--- config.mk ---
export PLATFORM = sky130hd
export DESIGN_NAME = pcileech_sys_ctl_flat
export DESIGN_NICKNAME = d
export VERILOG_FILES = /design/src/rtl/pcileech_sys_ctl_if.sv /design/src/rtl/pcileech_sys_ctl.sv /design/src/flat_wrapper.sv
export SDC_FILE = /design/constraint.sdc
export NUM_CORES = 1
export LEC_CHECK = 0
export ABC_AREA = 0
export CORE_ASPECT_RATIO = 1.1
export CORE_UTILIZATION = 35
export CTS_CLUSTER_DIAMETER = 60
export DETAILED_ROUTE_END_ITERATION = 10
export HOLD_SLACK_MARGIN = 0.08
export PLACE_DENSITY = 0.59
export SETUP_SLACK_MARGIN = 0.02
export SLEW_MARGIN = 5
export SYNTH_ARGS = -nofsm -noshare
export SYNTH_HDL_FRONTEND = slang
export SYNTH_SLANG_ARGS = --single-unit
--- constraint.sdc ---
create_clock -name clk -period 3.1 [get_ports clk]
set_input_delay 0.31 -clock clk [delete_from_list [all_inputs] [get_ports clk]]
set_output_delay 0.31 -clock clk [all_outputs]
set_load 0.1 [all_outputs]
--- src/rtl/pcileech_sys_ctl_if.sv ---
// Board-side signal bundle of the system control stage: raw buttons in,
// resets, reload request, blink control and tick count out.
interface pcileech_sys_ctl_if;
    logic        user_sw1_n;
    logic        user_sw2_n;
    logic        rst;
    logic        ft601_rst_n;
    logic        rst_cfg_reload;
    logic        led_pwronblink;
    logic [63:0] tickcount64;

    modport master (
        input  user_sw1_n,
        input  user_sw2_n,
        output rst,
        output ft601_rst_n,
        output rst_cfg_reload,
        output led_pwronblink,
        output tickcount64
    );

    modport slave (
        output user_sw1_n,
        output user_sw2_n,
        input  rst,
        input  ft601_rst_n,
        input  rst_cfg_reload,
        input  led_pwronblink,
        input  tickcount64
    );
endinterface

--- src/rtl/pcileech_sys_ctl.sv ---
// System control: button sync/debounce, reset generation and stretch,
// long-press config reload request, power-on blink and the 64-bit tick.
module pcileech_sys_ctl #(
    parameter int PARAM_RST_CYCLES      = 64,
    parameter int PARAM_DEBOUNCE_CYCLES = 1000000,
    parameter int PARAM_RELOAD_CYCLES   = 500000000,
    parameter int PARAM_BLINK_BIT       = 24,
    parameter int PARAM_BLINK_END_BIT   = 27
) (
    input  logic              clk,
    input  logic              rst_n,
    pcileech_sys_ctl_if.master sys
);
    localparam int DB_W    = $clog2(PARAM_DEBOUNCE_CYCLES + 1);
    localparam int PRESS_W = $clog2(PARAM_RELOAD_CYCLES + 1);
    localparam logic [DB_W-1:0]    DB_LAST    = DB_W'(PARAM_DEBOUNCE_CYCLES - 1);
    localparam logic [PRESS_W-1:0] PRESS_LAST = PRESS_W'(PARAM_RELOAD_CYCLES - 1);
    localparam logic [63:0]        RST_LAST   = 64'(PARAM_RST_CYCLES - 1);

    typedef enum logic [1:0] {S_HOLD, S_RUN, S_BTN, S_RELOAD} state_t;

    logic [1:0]            raw;
    logic [1:0]            sync_a;
    logic [1:0]            sync_b;
    logic [1:0]            db;
    logic [1:0][DB_W-1:0]  db_cnt;
    logic                  sw1_db;
    logic                  sw2_db;
    state_t                state;
    state_t                next_state;
    logic                  counting;
    logic [PRESS_W-1:0]    press_cnt;
    logic [63:0]           tick;
    logic                  rst_q;
    logic                  ft601_rst_n_q;
    logic                  reload_q;
    logic                  led_q;

    assign raw    = {sys.user_sw2_n, sys.user_sw1_n};
    assign sw1_db = db[0];
    assign sw2_db = db[1];

    // Buttons idle released (1); a change only lands after a full stable run.
    always_ff @(posedge clk or negedge rst_n) begin
        if (!rst_n) begin
            sync_a <= '1;
            sync_b <= '1;
            db     <= '1;
            db_cnt <= '0;
        end else begin
            sync_a <= raw;
            sync_b <= sync_a;
            for (int i = 0; i < 2; i++) begin
                if (sync_b[i] != db[i]) begin
                    if (db_cnt[i] == DB_LAST) begin
                        db[i]     <= sync_b[i];
                        db_cnt[i] <= '0;
                    end else begin
                        db_cnt[i] <= db_cnt[i] + 1'b1;
                    end
                end else begin
                    db_cnt[i] <= '0;
                end
            end
        end
    end

    always_comb begin
        next_state = state;
        case (state)
            S_HOLD: begin
                if (!sw2_db)
                    next_state = S_BTN;
                else if (tick == RST_LAST)
                    next_state = S_RUN;
            end
            S_RUN: begin
                if (!sw2_db)
                    next_state = S_BTN;
            end
            S_BTN: begin
                if (sw2_db)
                    next_state = S_HOLD;
                else if (press_cnt == PRESS_LAST)
                    next_state = S_RELOAD;
            end
            S_RELOAD: begin
                if (sw2_db)
                    next_state = S_HOLD;
            end
            default: next_state = S_HOLD;
        endcase
    end

    // Tick clears on any edge touching a button state, so the post-release stretch restarts at 0.
    assign counting = (state == S_HOLD || state == S_RUN) &&
                      (next_state == S_HOLD || next_state == S_RUN);

    always_ff @(posedge clk or negedge rst_n) begin
        if (!rst_n) begin
            state         <= S_HOLD;
            press_cnt     <= '0;
            tick          <= '0;
            rst_q         <= 1'b1;
            ft601_rst_n_q <= 1'b0;
            reload_q      <= 1'b0;
            led_q         <= 1'b0;
        end else begin
            state <= next_state;
            if (state == S_BTN)
                press_cnt <= (press_cnt == '1) ? press_cnt : press_cnt + 1'b1;
            else
                press_cnt <= '0;
            tick          <= counting ? tick + 64'd1 : 64'd0;
            rst_q         <= (next_state != S_RUN);
            ft601_rst_n_q <= (next_state == S_RUN);
            reload_q      <= (next_state == S_RELOAD);
            led_q         <= ~sw1_db ^ (tick[PARAM_BLINK_BIT] & ~|tick[63:PARAM_BLINK_END_BIT]);
        end
    end

    assign sys.rst            = rst_q;
    assign sys.ft601_rst_n    = ft601_rst_n_q;
    assign sys.rst_cfg_reload = reload_q;
    assign sys.led_pwronblink = led_q;
    assign sys.tickcount64    = tick;
endmodule

--- src/flat_wrapper.sv ---
// flat-port wrapper written by rule: the top's interface ports become plain ports
module pcileech_sys_ctl_flat 
#(
    parameter int PARAM_RST_CYCLES      = 64,
    parameter int PARAM_DEBOUNCE_CYCLES = 1000000,
    parameter int PARAM_RELOAD_CYCLES   = 500000000,
    parameter int PARAM_BLINK_BIT       = 24,
    parameter int PARAM_BLINK_END_BIT   = 27
)
  (clk, rst_n, sys_user_sw1_n, sys_user_sw2_n, sys_rst, sys_ft601_rst_n, sys_rst_cfg_reload, sys_led_pwronblink, sys_tickcount64);
  pcileech_sys_ctl_if sys_i ();
  input  logic clk;
  input  logic rst_n;
  input wire logic [$bits(sys_i.user_sw1_n)-1:0] sys_user_sw1_n;
  input wire logic [$bits(sys_i.user_sw2_n)-1:0] sys_user_sw2_n;
  output wire logic [$bits(sys_i.rst)-1:0] sys_rst;
  output wire logic [$bits(sys_i.ft601_rst_n)-1:0] sys_ft601_rst_n;
  output wire logic [$bits(sys_i.rst_cfg_reload)-1:0] sys_rst_cfg_reload;
  output wire logic [$bits(sys_i.led_pwronblink)-1:0] sys_led_pwronblink;
  output wire logic [$bits(sys_i.tickcount64)-1:0] sys_tickcount64;
  assign sys_i.user_sw1_n = sys_user_sw1_n;
  assign sys_i.user_sw2_n = sys_user_sw2_n;
  assign sys_rst = sys_i.rst;
  assign sys_ft601_rst_n = sys_i.ft601_rst_n;
  assign sys_rst_cfg_reload = sys_i.rst_cfg_reload;
  assign sys_led_pwronblink = sys_i.led_pwronblink;
  assign sys_tickcount64 = sys_i.tickcount64;
  pcileech_sys_ctl #(.PARAM_RST_CYCLES(PARAM_RST_CYCLES), .PARAM_DEBOUNCE_CYCLES(PARAM_DEBOUNCE_CYCLES), .PARAM_RELOAD_CYCLES(PARAM_RELOAD_CYCLES), .PARAM_BLINK_BIT(PARAM_BLINK_BIT), .PARAM_BLINK_END_BIT(PARAM_BLINK_END_BIT)) u_core (.clk(clk), .rst_n(rst_n), .sys(sys_i));
endmodule
Word-level counts from Yosys, hierarchy flattened
Index checks and enable logic that the tools add are counted.
{"block": "word_totals", "inputBits": 4, "register_bits": 145}
{"block": "classes", "addsub": 4, "bitwise_logic": 3, "n_eq_ne": 14, "muxes": 14, "n_reduce_logical": 9}
{"op": "two-way mux 20 bit", "count": 4}
{"op": "adder 64 x 1 -> 64 bit (second input constant)", "count": 1}
{"op": "== test 64 x 6 -> 1 bit (second input constant)", "count": 1}
{"op": "two-way mux 64 bit", "count": 1}
{"op": "== test 29 bit (second input constant)", "count": 2}
{"op": "two-way mux 29 bit", "count": 2}
{"op": "adder 20 x 1 -> 20 bit (second input constant)", "count": 2}
{"op": "== test 20 bit (second input constant)", "count": 2}
{"op": "OR reduction 37 bit", "count": 1}
{"op": "adder 29 x 1 -> 29 bit (second input constant)", "count": 1}
{"op": "two-way mux 2 bit", "count": 6}
{"op": "case mux 2 bit (4 select lines)", "count": 1}
{"op": "== test 2 bit (second input constant)", "count": 3}
{"op": "== test 2 x 1 -> 1 bit (second input constant)", "count": 2}
{"op": "logical NOT 2 bit", "count": 2}
{"op": "AND reduction 2 bit", "count": 2}
{"op": "logical OR 1 bit", "count": 2}
{"op": "inequality test 1 bit", "count": 2}
{"op": "inequality test 2 x 1 -> 1 bit (second input constant)", "count": 1}
{"op": "inequality test 2 bit (second input constant)", "count": 1}
{"op": "bitwise AND 1 bit", "count": 1}
{"op": "logical AND 1 bit", "count": 1}
{"op": "logical NOT 1 bit", "count": 1}
{"op": "inverter 1 bit", "count": 1}
{"op": "bitwise XOR 1 bit", "count": 1}

Logic depth before layout (Yosys ltp)
Gate-level depths: netlist of the first run.
{"block": "depth", "depth_word": 8, "depth_mapped": 9, "ltp_nobuf": 6}

Least setup slack after synthesis of the first run
Ideal clock, no wire load.
{"block": "synth_timing", "kind": "register to register", "startpoint": "register u_core.tick[19] (netlist: u_core.sys.tickcount64[19])", "endpoint": "register u_core.tick[50] (netlist: u_core.sys.tickcount64[50])", "synth_period_minus_slack_ns": 2.975, "stages_incl_launch_ff": 8, "required_ns": 3.023, "slack_ns": 0.125, "arrival_time_ns": 2.898, "setup_time_ns": 0.077, "path_cell_list": "dfrtp_1 -> nand4_2 -> or4_1 -> buf_2 -> or3_1 -> buf_2 -> or4_1 -> a21oi_1"}
{"block": "synth_via", "elab_chain_len": 8, "word_cells_on_any_way": 10}
{"element": "from (decl)", "line_no": "pcileech_sys_ctl.sv:33", "text": "logic [63:0] tick;"}
{"element": "from (signal assigned)", "line_no": "pcileech_sys_ctl.sv:114", "text": "tick <= counting ? tick + 64'd1 : 64'd0;"}
{"element": "== test 64 x 6 -> 1 bit", "line_no": "pcileech_sys_ctl.sv:74", "text": "else if (tick == RST_LAST)"}
{"element": "two-way mux 2 bit", "line_no": "pcileech_sys_ctl.sv:74"}
{"element": "two-way mux 2 bit", "line_no": "pcileech_sys_ctl.sv:72", "text": "if (!sw2_db)"}
{"element": "case mux 2 bit (4 select lines)", "line_no": "pcileech_sys_ctl.sv:70", "text": "case (state)"}
{"element": "== test 2 x 1 -> 1 bit / logical NOT 2 bit (equally long branches)", "line_no": "pcileech_sys_ctl.sv:97", "text": "(next_state == S_HOLD || next_state == S_RUN);"}
{"element": "logical OR 1 bit", "line_no": "pcileech_sys_ctl.sv:97"}
{"element": "logical AND 1 bit", "line_no": "pcileech_sys_ctl.sv:96", "text": "assign counting = (state == S_HOLD || state == S_RUN) &&"}
{"element": "two-way mux 64 bit *", "line_no": "pcileech_sys_ctl.sv:114"}
Mark *: on every way between the ends. The rest lies on a longest branch, timed or not.
A chain may end at the register's enable or synchronous reset.

Final worst setup path of the first run
{"block": "layout_timing", "startpoint": "register u_core.tick[19] (netlist: u_core.sys.tickcount64[19])", "endpoint": "register u_core.tick[44] (netlist: u_core.sys.tickcount64[44])"}
Same word-level chain as after synthesis.

==> results of run 1 <==
Yosys cell counts (5+ instances only):
master	number	area, um2
or3_1	24	150
and4_1	10	87.6
or2_2	5	31.3
o21ai_0	24	120
nand2_1	65	244
xnor2_1	33	289
xor2_1	43	377
inv_1	16	60.1
nor4_1	31	194
and3_1	15	93.8
dfrtp_1	138	3450
o41ai_1	5	43.8
clkbuf_1	17	63.8
or4_1	19	143
dfstp_2	7	184
nand4_1	32	200
nor3_1	19	95.1
a21oi_1	46	230
nor2_1	103	387
o31ai_1	19	143
nand3_1	54	270
state kept, by name (all words and copies together) (netlist names):
name / cells
u_core.sync_b: 2
u_core.sync_a: 2
u_core.db_cnt: 40
u_core.press_cnt: 29
u_core.sys.ft601_rst_n: 1
u_core.db: 2
u_core.sys.led_pwronblink: 1
u_core.state: 2
u_core.sys.rst_cfg_reload: 1
u_core.sys.tickcount64: 64
u_core.sys.rst: 1
layout make-up:
type / instances / area [um2] / area share
Clock buffer: 20 / 457 / 0.0506
Multi-Input combinational cell: 601 / 3600 / 0.399
Timing Repair Buffer: 85 / 684 / 0.0758
Clock inverter: 12 / 229 / 0.0254
Tap cell: 285 / 357 / 0.0395
Sequential cell: 145 / 3640 / 0.403
Inverter: 16 / 60.1 / 0.00665
cell families after synthesis:
family	synth area share
and+or+nand+nor	0.296
DFF	0.486
AOI/OAI and AO/OA	0.0857
xor gates and xnor gates	0.0890
buffers and inverters	0.0325
adders and majority gates	0.00669
muxes	0.00418
where the power goes:
part | leakage, uW | total, uW | switching (uW) | internal, uW
clock network | 0.000323 | 2370 | 815 | 1560
registers | 0.00198 | 1910 | 8.10 | 1900
logic | 0.00129 | 66.8 | 51.7 | 15.1
total | 0.00359 | 4350 | 875 | 3480
worst register-to-register path: stages, from the launching register on:
cell and delay [ns]:
dfrtp_1 0.45, nand4_2 0.18, or4_1 0.66, or3_1 0.61, or4_1 0.50, a21oi_1 0.16
layer usage:
| metal | wire, um | track usage | vias to the layer above | share of wire |
|---|---|---|---|---|
| met5 | 0 | 0 | - | 0 |
| met4 | 213 | 0.0466 | 0 | 0.012 |
| met3 | 1000 | 0.0545 | 15 | 0.055 |
| met2 | 8520 | 0.274 | 117 | 0.47 |
| met1 | 8420 | 0.230 | 3012 | 0.46 |
| li1 | - | - | 3021 | - |
worst max path at each step:
stage	end	slack [ns]	start	cells after the start
floorplan	u_core.sys.tickcount64[50]	0.12	u_core.sys.tickcount64[19]	7
global placement	u_core.sys.tickcount64[62]	0.53	u_core.sys.tickcount64[19]	5
detailed placement	u_core.sys.tickcount64[62]	0.50	u_core.sys.tickcount64[19]	5
CTS	u_core.sys.tickcount64[44]	0.48	u_core.sys.tickcount64[19]	5
global route	u_core.sys.tickcount64[62]	0.31	u_core.sys.tickcount64[24]	5
finish	u_core.sys.tickcount64[44]	0.48	u_core.sys.tickcount64[19]	5
through the flow:
stage,utilization,power [uW],instances,hold WS (ns),area [um2]
CTS,0.434,4420,1164,0.273,9020
floorplan,-,1960,793,0.0144,7480
finish,0.434,4350,1164,0.293,9020
global route,0.434,4510,1164,0.282,9020
global placement,0.401,2020,1131,0.266,8330
detailed placement,0.401,2020,1131,0.266,8330
what timing repair did:
action,in CTS,in global routing
hold buffers,1,0
endpoints found under the hold margin,39,0
setup endpoints to repair,0,0
resized for setup,0,0
==> results.toml, run 1 <==
[floorplan]
die_h_um = 155
ioPinCount = 72
die_w_um = 141
start_util = 0.360
die_area_mm2 = 0.0220
num_rows = 55
coreArea_mm2 = 0.0208

[drt]
vias = 6165
wl_per_cell_um = 15.6
first_pass_iters = 4
drt_wl_total_um = 18100
drtAntennaViolNets = 0
drt_iter0_markers = 341
drc = 0
viasPerCell = 5.30

[setup_path]
reg2reg_depth = 5
r2r-start = "u_core.sys.tickcount64[19]"
cp.required_ns = 3.44
crit_arrival_ns = 2.97
path_buf_inv = 0
critical_path.max_fanout = 18
rrSetupSlack_ns = 0.48
cp_common_cell = "or4_1"
critPathKind = "reg2reg"
crit_slowest_cell = "or4_1"
path_cells = "nand4_2 > or4_1 > or3_1 > or4_1 > a21oi_1"
worst_setup_path_end_kind = "flop"
r2r-end = "u_core.sys.tickcount64[44]"
cp_top_family = "simple AND/OR/NAND/NOR gates"
slowest_delay_ns = 0.66
crit_path_start_kind = "flop"

[yosys]
syn_avg_cell_area_um2 = 9.43
synth_warnings = 0
synth-seq-area-share = 0.486
synth_flop_cell = "dfrtp_1"
syn_nets = 801
async_flop_share = 1.00
postSynthCellCount = 793
synth_enable_flop_cells = 0
ys_types = 53
synth_area_mm2 = 0.00748
ys_seq_elements = 145

[timing]
slew_headroom = 0.344
slew_violations = 0
finalWorstSetupSlack_ns = 0.475
skew_ns = 0.00946
setup_viol = 0
tightest_slew_ns = 0.981
fin_setup_tns_ns = 0
grt_setup_unrepaired = "false"
fin_crit_ns = 2.62
clock.fmax_mhz = 381
period_share = 0.847
finalHoldViolations = 0

[clock_network]
clk_path_buf_depth = 2
clkSinkCount = 145
post_cts_buffers = 0
clkLatencyLatePin_ns = 0.42
cts-buffers-inserted = 17
cts_tree = "yes"
htreeDepth = 4
clock-root-buffer = "clkbuf_16"
clk_pin_slew_ns = 0.06

[global_routing]
globalRoute.totalOverflow = 0
antenna_found_initial = 0
grt.total_usage = 0.174
grt_pass1_vias = 5750
grt_max_degree = 74
grt_pass1_wl_um = 30000

[finish]
antenna_cells = 0
layout.nets = 874
syn2layout_area_growth_pct = 20.7
drive_gt1_frac = 0.149
mostFrequentLayoutCells = "dfrtp_1 (138), nor2_1 (103), buf_4 (71), nand2_1 (65), nand3_1 (54)"
layout_commonest_cell = "dfrtp_1"
fillers = 2041

[hold_path]
hold_start = "sys_user_sw2_n"
hold_class = "in2reg"
min_to = "u_core.sync_a[1]"
min_path_cells = 1

[place]
port_buffers = 71
gp_congestion = 0.825
dp_slack_ns = 0.496
dp_hpwl_um = 12800

[job]
cap_violations = 0

[outcome]
status = "complete, no violations"

[power]
powerDensity_mw_per_mm2 = 482
peakVddDrop_mv = 0.368
p_leak_uw = 0.00359
Note: power is estimated with default switching activity, not from simulation.
==> run 2: changes to the inputs <==
==> constraint.sdc (replaced) <==
create_clock -name clk -period 2.52 [get_ports clk]
set_input_delay 0.252 -clock clk [delete_from_list [all_inputs] [get_ports clk]]
set_output_delay 0.252 -clock clk [all_outputs]
set_load 0.1 [all_outputs]
==> run 2 against run 1 <==
Clock power grew 13%; highest routed layer unchanged; global-route usage is 0.46 points higher; core utilization grew 0.69 points; first-iteration DRC count up 13%; sequential power is 23% higher; via count up 0.92%; clock skew is 0.00076 ns higher; maximum frequency rose by 17%; routed wire length up 1.7%; final area is 1.6% higher.
==> results.toml, run 2 (synthesized netlist as in run 1, its figures left out) <==
[outcome]
status = "complete, no violations"

[setup_path]
crit_slowest_cell = "or4_1"
reg2reg_depth = 5
slowest_delay_ns = 0.57
crit_path_start_kind = "flop"
worst_setup_path_end_kind = "flop"
path_cells = "nand4_4 > or4_1 > or3_4 > or4_1 > a21oi_1"
crit_cells = 5
startpoint = "u_core.sys.tickcount64[19]"
critical_path.max_fanout = 14
path_buf_inv = 0
r2r-start = "u_core.sys.tickcount64[19]"
rrSetupSlack_ns = 0.27
cp_common_cell = "or4_1"
cp_top_family = "simple AND/OR/NAND/NOR gates"
crit_arrival_ns = 2.58
critPathKind = "reg2reg"
cp.required_ns = 2.85
r2r-end = "u_core.sys.tickcount64[50]"

[clock_network]
clkSinkCount = 145
cts_tree = "yes"
cts-buffers-inserted = 17
clk_pin_slew_ns = 0.06
clk_path_buf_depth = 2
clock-root-buffer = "clkbuf_16"
clkLatencyLatePin_ns = 0.43
htreeDepth = 4

[finish]
layout_commonest_cell = "nor2_1"
mostFrequentLayoutCells = "nor2_1 (103), buf_4 (96), dfrtp_1 (96), nand2_1 (65), nand3_1 (54)"
area.sequential_mm2 = 0.00374
fillers = 2071
final_core_util = 0.441
layout.nets = 890
antenna_cells = 0
multi_input_area_mm2 = 0.00361
syn2layout_area_growth_pct = 22.6
largest_reg_flops = 64
drive_gt1_frac = 0.221

[global_routing]
grt_pass1_wl_um = 31000
grt.total_usage = 0.178
grt_max_degree = 56
grt_pass1_vias = 6103
globalRoute.totalOverflow = 0
antenna_found_initial = 0
use_met3 = 0.0416
grt_util_met2 = 0.295
globalRoute.busiestLayer = "met2"
use_met1 = 0.228

[timing]
period_share = 0.893
slew_headroom = 0.446
tightest_slew_ns = 0.832
finalHoldViolations = 0
fin_crit_ns = 2.25
grt_setup_unrepaired = "false"
fin_setup_tns_ns = 0
skew_ns = 0.0102
setup_viol = 0
clock.fmax_mhz = 445
slew_violations = 0

[floorplan]
num_rows = 55
die_area_mm2 = 0.0220
die_w_um = 141
ioPinCount = 72
coreArea_mm2 = 0.0208
die_h_um = 155
start_util = 0.360

[power]
switching_share = 0.212
p_leak_uw = 0.00359
peakVddDrop_mv = 0.455
intPower_uw = 4020
combPwrFrac = 0.017
powerDensity_mw_per_mm2 = 557
power.share.clock = 0.522
p_sw_uw = 1080
seq_power_share = 0.461

[drt]
drtAntennaViolNets = 0
vias = 6222
viasPerCell = 5.27
drt_wl_total_um = 18400
drc = 0
drt_iter0_markers = 385
wl_per_cell_um = 15.6
first_pass_iters = 5

[job]
cap_violations = 0

[hold_path]
min_path_cells = 1
min_to = "u_core.sync_a[1]"
hold_class = "in2reg"
hold_start = "sys_user_sw2_n"

[place]
gp_congestion = 0.809
port_buffers = 71
dp_hpwl_um = 13100
[run 2: repair_timing]
item / in CTS / in global routing
hold endpoints to repair: 46 / 0
endpoints found under the setup margin: 0 / 6
hold buffers: 1 / 0
buffers inserted: 0 / 0
gates resized for setup: 0 / 1
[run 2: metrics by stage]
step                      area, um2  worst slack, ns  hold WS [ns]  total power [uW]  instances
final                          9170            0.270         0.229              5100       1180
after global routing           9170            0.130         0.217              5270       1180
after CTS                      9160            0.118         0.216              5160       1180
after detailed placement       8540            0.128         0.252              2480       1147
after global placement         8540            0.169         0.256              2480       1147
after floorplan                7590           0.0214       -0.0436              2420        793
[run 2: routing by layer]
metal  vias to the layer above  routed length, um
li1                       3049                  -
met1                      3048               8550
met5                         -                  0
met3                        18                811
met4                         0                232
met2                       107               8850
[run 2: worst max path at each step]
stage                            endpoint  slack (ns)
2_1_floorplan  u_core.sys.tickcount64[50]        0.02
4_1_cts        u_core.sys.tickcount64[50]        0.12
5_1_grt        u_core.sys.tickcount64[50]        0.13
3_5_place_dp   u_core.sys.tickcount64[54]        0.13
6_report       u_core.sys.tickcount64[50]        0.27
3_3_place_gp   u_core.sys.tickcount64[62]        0.17
[run 2: layout make-up]
class,instances,area share
clock buffer,19,0.0472
clock inverter,13,0.0202
inverter,16,0.00655
multi-input combinational,601,0.394
sequential,145,0.408
tap,285,0.0389
timing repair buffer,101,0.0853
[run 2: power groups by stage]
stage	Clock, uW	Combinational, uW	Sequential, uW
floorplan	0	23.2	2390
global placement	0	89.9	2390
detailed placement	0	89.5	2390
CTS	2720	91.1	2350
global route	2810	103	2350
finish	2670	85.8	2350
==> run 3: changes to the inputs <==
--- a/config.mk
+++ b/config.mk
@@ -8,7 +8,7 @@
 export ABC_AREA = 0
 export CORE_ASPECT_RATIO = 1.1
 export CORE_UTILIZATION = 35
-export CTS_CLUSTER_DIAMETER = 60
+export CTS_CLUSTER_DIAMETER = 30
 export DETAILED_ROUTE_END_ITERATION = 10
 export HOLD_SLACK_MARGIN = 0.08
 export PLACE_DENSITY = 0.59
==> constraint.sdc (replaced) <==
create_clock -name clk -period 2.1 [get_ports clk]
set_input_delay 0.21 -clock clk [delete_from_list [all_inputs] [get_ports clk]]
set_output_delay 0.21 -clock clk [all_outputs]
set_load 0.1 [all_outputs]
==> run 3 against run 2 <==
The flow now finishes with violations (setup timing); first-iteration DRC count is 28% lower; maximum frequency rose by 4.7%; sequential cell count is the same; worst hold slack got worse by 0.050 ns; sequential power rose by 20%; global-route usage is 0.69 points higher; clock power is 19% higher; register-to-register slack got worse by 0.32 ns; sequential share of layout area is 2.1 points lower; clock skew fell by 0.0014 ns; highest routed layer unchanged.
==> results.toml, run 3 (synthesized netlist as in run 1, its figures left out) <==
[setup_path]
cp_top_family = "simple AND/OR/NAND/NOR gates"
rrSetupSlack_ns = -0.05
reg2reg_depth = 5
r2r-start = "u_core.sys.tickcount64[21]"
crit_arrival_ns = 2.51
path_buf_inv = 0
crit_path_start_kind = "flop"
cp.required_ns = 2.46
critical_path.max_fanout = 15
critPathKind = "reg2reg"
slowest_delay_ns = 0.54
worst_setup_path_end_kind = "flop"
crit_slowest_cell = "or4_4"
path_cells = "nand4_4 > or4_4 > or3_4 > or4_1 > a21oi_1"
r2r-end = "u_core.sys.tickcount64[44]"

[floorplan]
die_h_um = 155
start_util = 0.360
ioPinCount = 72
die_w_um = 141
die_area_mm2 = 0.0220
coreArea_mm2 = 0.0208
num_rows = 55

[finish]
antenna_cells = 0
layout_commonest_cell = "buf_4"
drive_gt1_frac = 0.290
post-route-cell-area_mm2 = 0.00974
mostFrequentLayoutCells = "buf_4 (147), nor2_1 (102), dfrtp_1 (89), nand2_1 (64), nand3_1 (53)"
area.sequential_mm2 = 0.00376
layout.nets = 944
fillers = 1991
final_core_util = 0.468
syn2layout_area_growth_pct = 30.2
largest_reg_flops = 64
multi_input_area_mm2 = 0.00371

[drt]
wl_per_cell_um = 15.4
dr_wl_met2_um = 9120
wl_met1_um = 8570
drt_iter0_markers = 278
drt_wl_total_um = 19000
vias = 6393
top_layer_used = "met4"
first_pass_iters = 5
wl_met3_um = 823
viasPerCell = 5.18
drtAntennaViolNets = 0
drc = 0

[timing]
slew_violations = 0
period_share = 1.02
grt_setup_unrepaired = "true"
setup_viol = 6
skew_ns = 0.00880
hold-worst-slack_ns = 0.179
slew_headroom = 0.614
fin_crit_ns = 2.15
finalWorstSetupSlack_ns = -0.0491
finalHoldViolations = 0
tightest_slew_ns = 0.577
fin_setup_tns_ns = -0.163
clock.fmax_mhz = 465

[power]
peakVddDrop_mv = 0.510
p_leak_uw = 0.00391
powerDensity_mw_per_mm2 = 629
p_total_uw = 6120

[global_routing]
antenna_found_initial = 0
globalRoute.totalOverflow = 0
grt.total_usage = 0.185
grt_pass1_wl_um = 32000
grt_max_degree = 37
grt_pass1_vias = 6203

[clock_network]
cts_tree = "yes"
clk_path_buf_depth = 2
clkLatencyLatePin_ns = 0.43
clkSinkCount = 145
clock-root-buffer = "clkbuf_16"
clk_pin_slew_ns = 0.07
cts-buffers-inserted = 17
htreeDepth = 4

[place]
port_buffers = 71
dp_hpwl_um = 13700
gp_congestion = 0.808
placedInstanceArea_mm2 = 0.00901

[job]
cap_violations = 0

[outcome]
status = "finished, violations left"
failed_checks = "setup timing"

[hold_path]
hold_start = "sys_user_sw1_n"
min_path_cells = 1
hold_class = "in2reg"
min_to = "u_core.sync_a[0]"
## run 3: changes by cell type in the layout (fill, tap and decap cells not counted), sizes merged
| cell | before | now |
|---|---|---|
| clkinvlp | 2 | 3 |
| clkinv | 6 | 4 |
| buf | 98 | 152 |
| clkbuf | 19 | 18 |
| bufinv | 4 | 3 |
| inv | 17 | 20 |
## run 3: timing repair
item,4_1_cts,5_1_grt
setup buffers,2,4
resized for setup,5,7
hold buffers,1,0
setup endpoints to repair,12,39
pin swaps,0,3
hold endpoints to repair,113,0
## run 3: metrics by stage
stage / std cells / setup WS (ns)
after floorplan: 793 / -0.385
after global placement: 1196 / -0.0766
after detailed placement: 1196 / -0.0881
after CTS: 1231 / -0.0679
after global routing: 1234 / -0.116
final: 1234 / -0.0491
## run 3: area by class of cell
| type | count | share of cell area |
|---|---|---|
| Tap cell | 285 | 0.0366 |
| Clock buffer | 18 | 0.0451 |
| Timing Repair Buffer | 155 | 0.126 |
| Multi-Input combinational cell | 601 | 0.381 |
| Clock inverter | 14 | 0.0184 |
| Sequential cell | 145 | 0.387 |
| Inverter | 16 | 0.00617 |
## run 3: metal layers
| layer | vias to the layer above | track usage |
|---|---|---|
| met4 | 0 | 0.0824 |
| met2 | 125 | 0.302 |
| met3 | 31 | 0.0412 |
| met5 | - | 0 |
| li1 | 3169 | - |
| met1 | 3068 | 0.236 |
## run 3: power by group
| group | switching, uW | internal, uW |
|---|---|---|
| clock network | 1270 | 1920 |
| logic | 79.2 | 34.8 |
| registers | 12.1 | 2810 |
| total | 1360 | 4760 |
## run 3: how the worst max path moves through the flow
stage | startpoint | end | slack, ns | cells past startpoint
6_report | u_core.sys.tickcount64[21] | u_core.sys.tickcount64[44] | -0.05 | 5
5_1_grt | u_core.sys.tickcount64[21] | u_core.sys.tickcount64[44] | -0.12 | 5
4_1_cts | u_core.sys.tickcount64[21] | u_core.sys.tickcount64[50] | -0.07 | 6
3_5_place_dp | u_core.sys.tickcount64[21] | u_core.sys.tickcount64[50] | -0.09 | 6
3_3_place_gp | u_core.sys.tickcount64[21] | u_core.sys.tickcount64[48] | -0.08 | 6
2_1_floorplan | u_core.sys.tickcount64[24] | u_core.sys.tickcount64[46] | -0.38 | 8
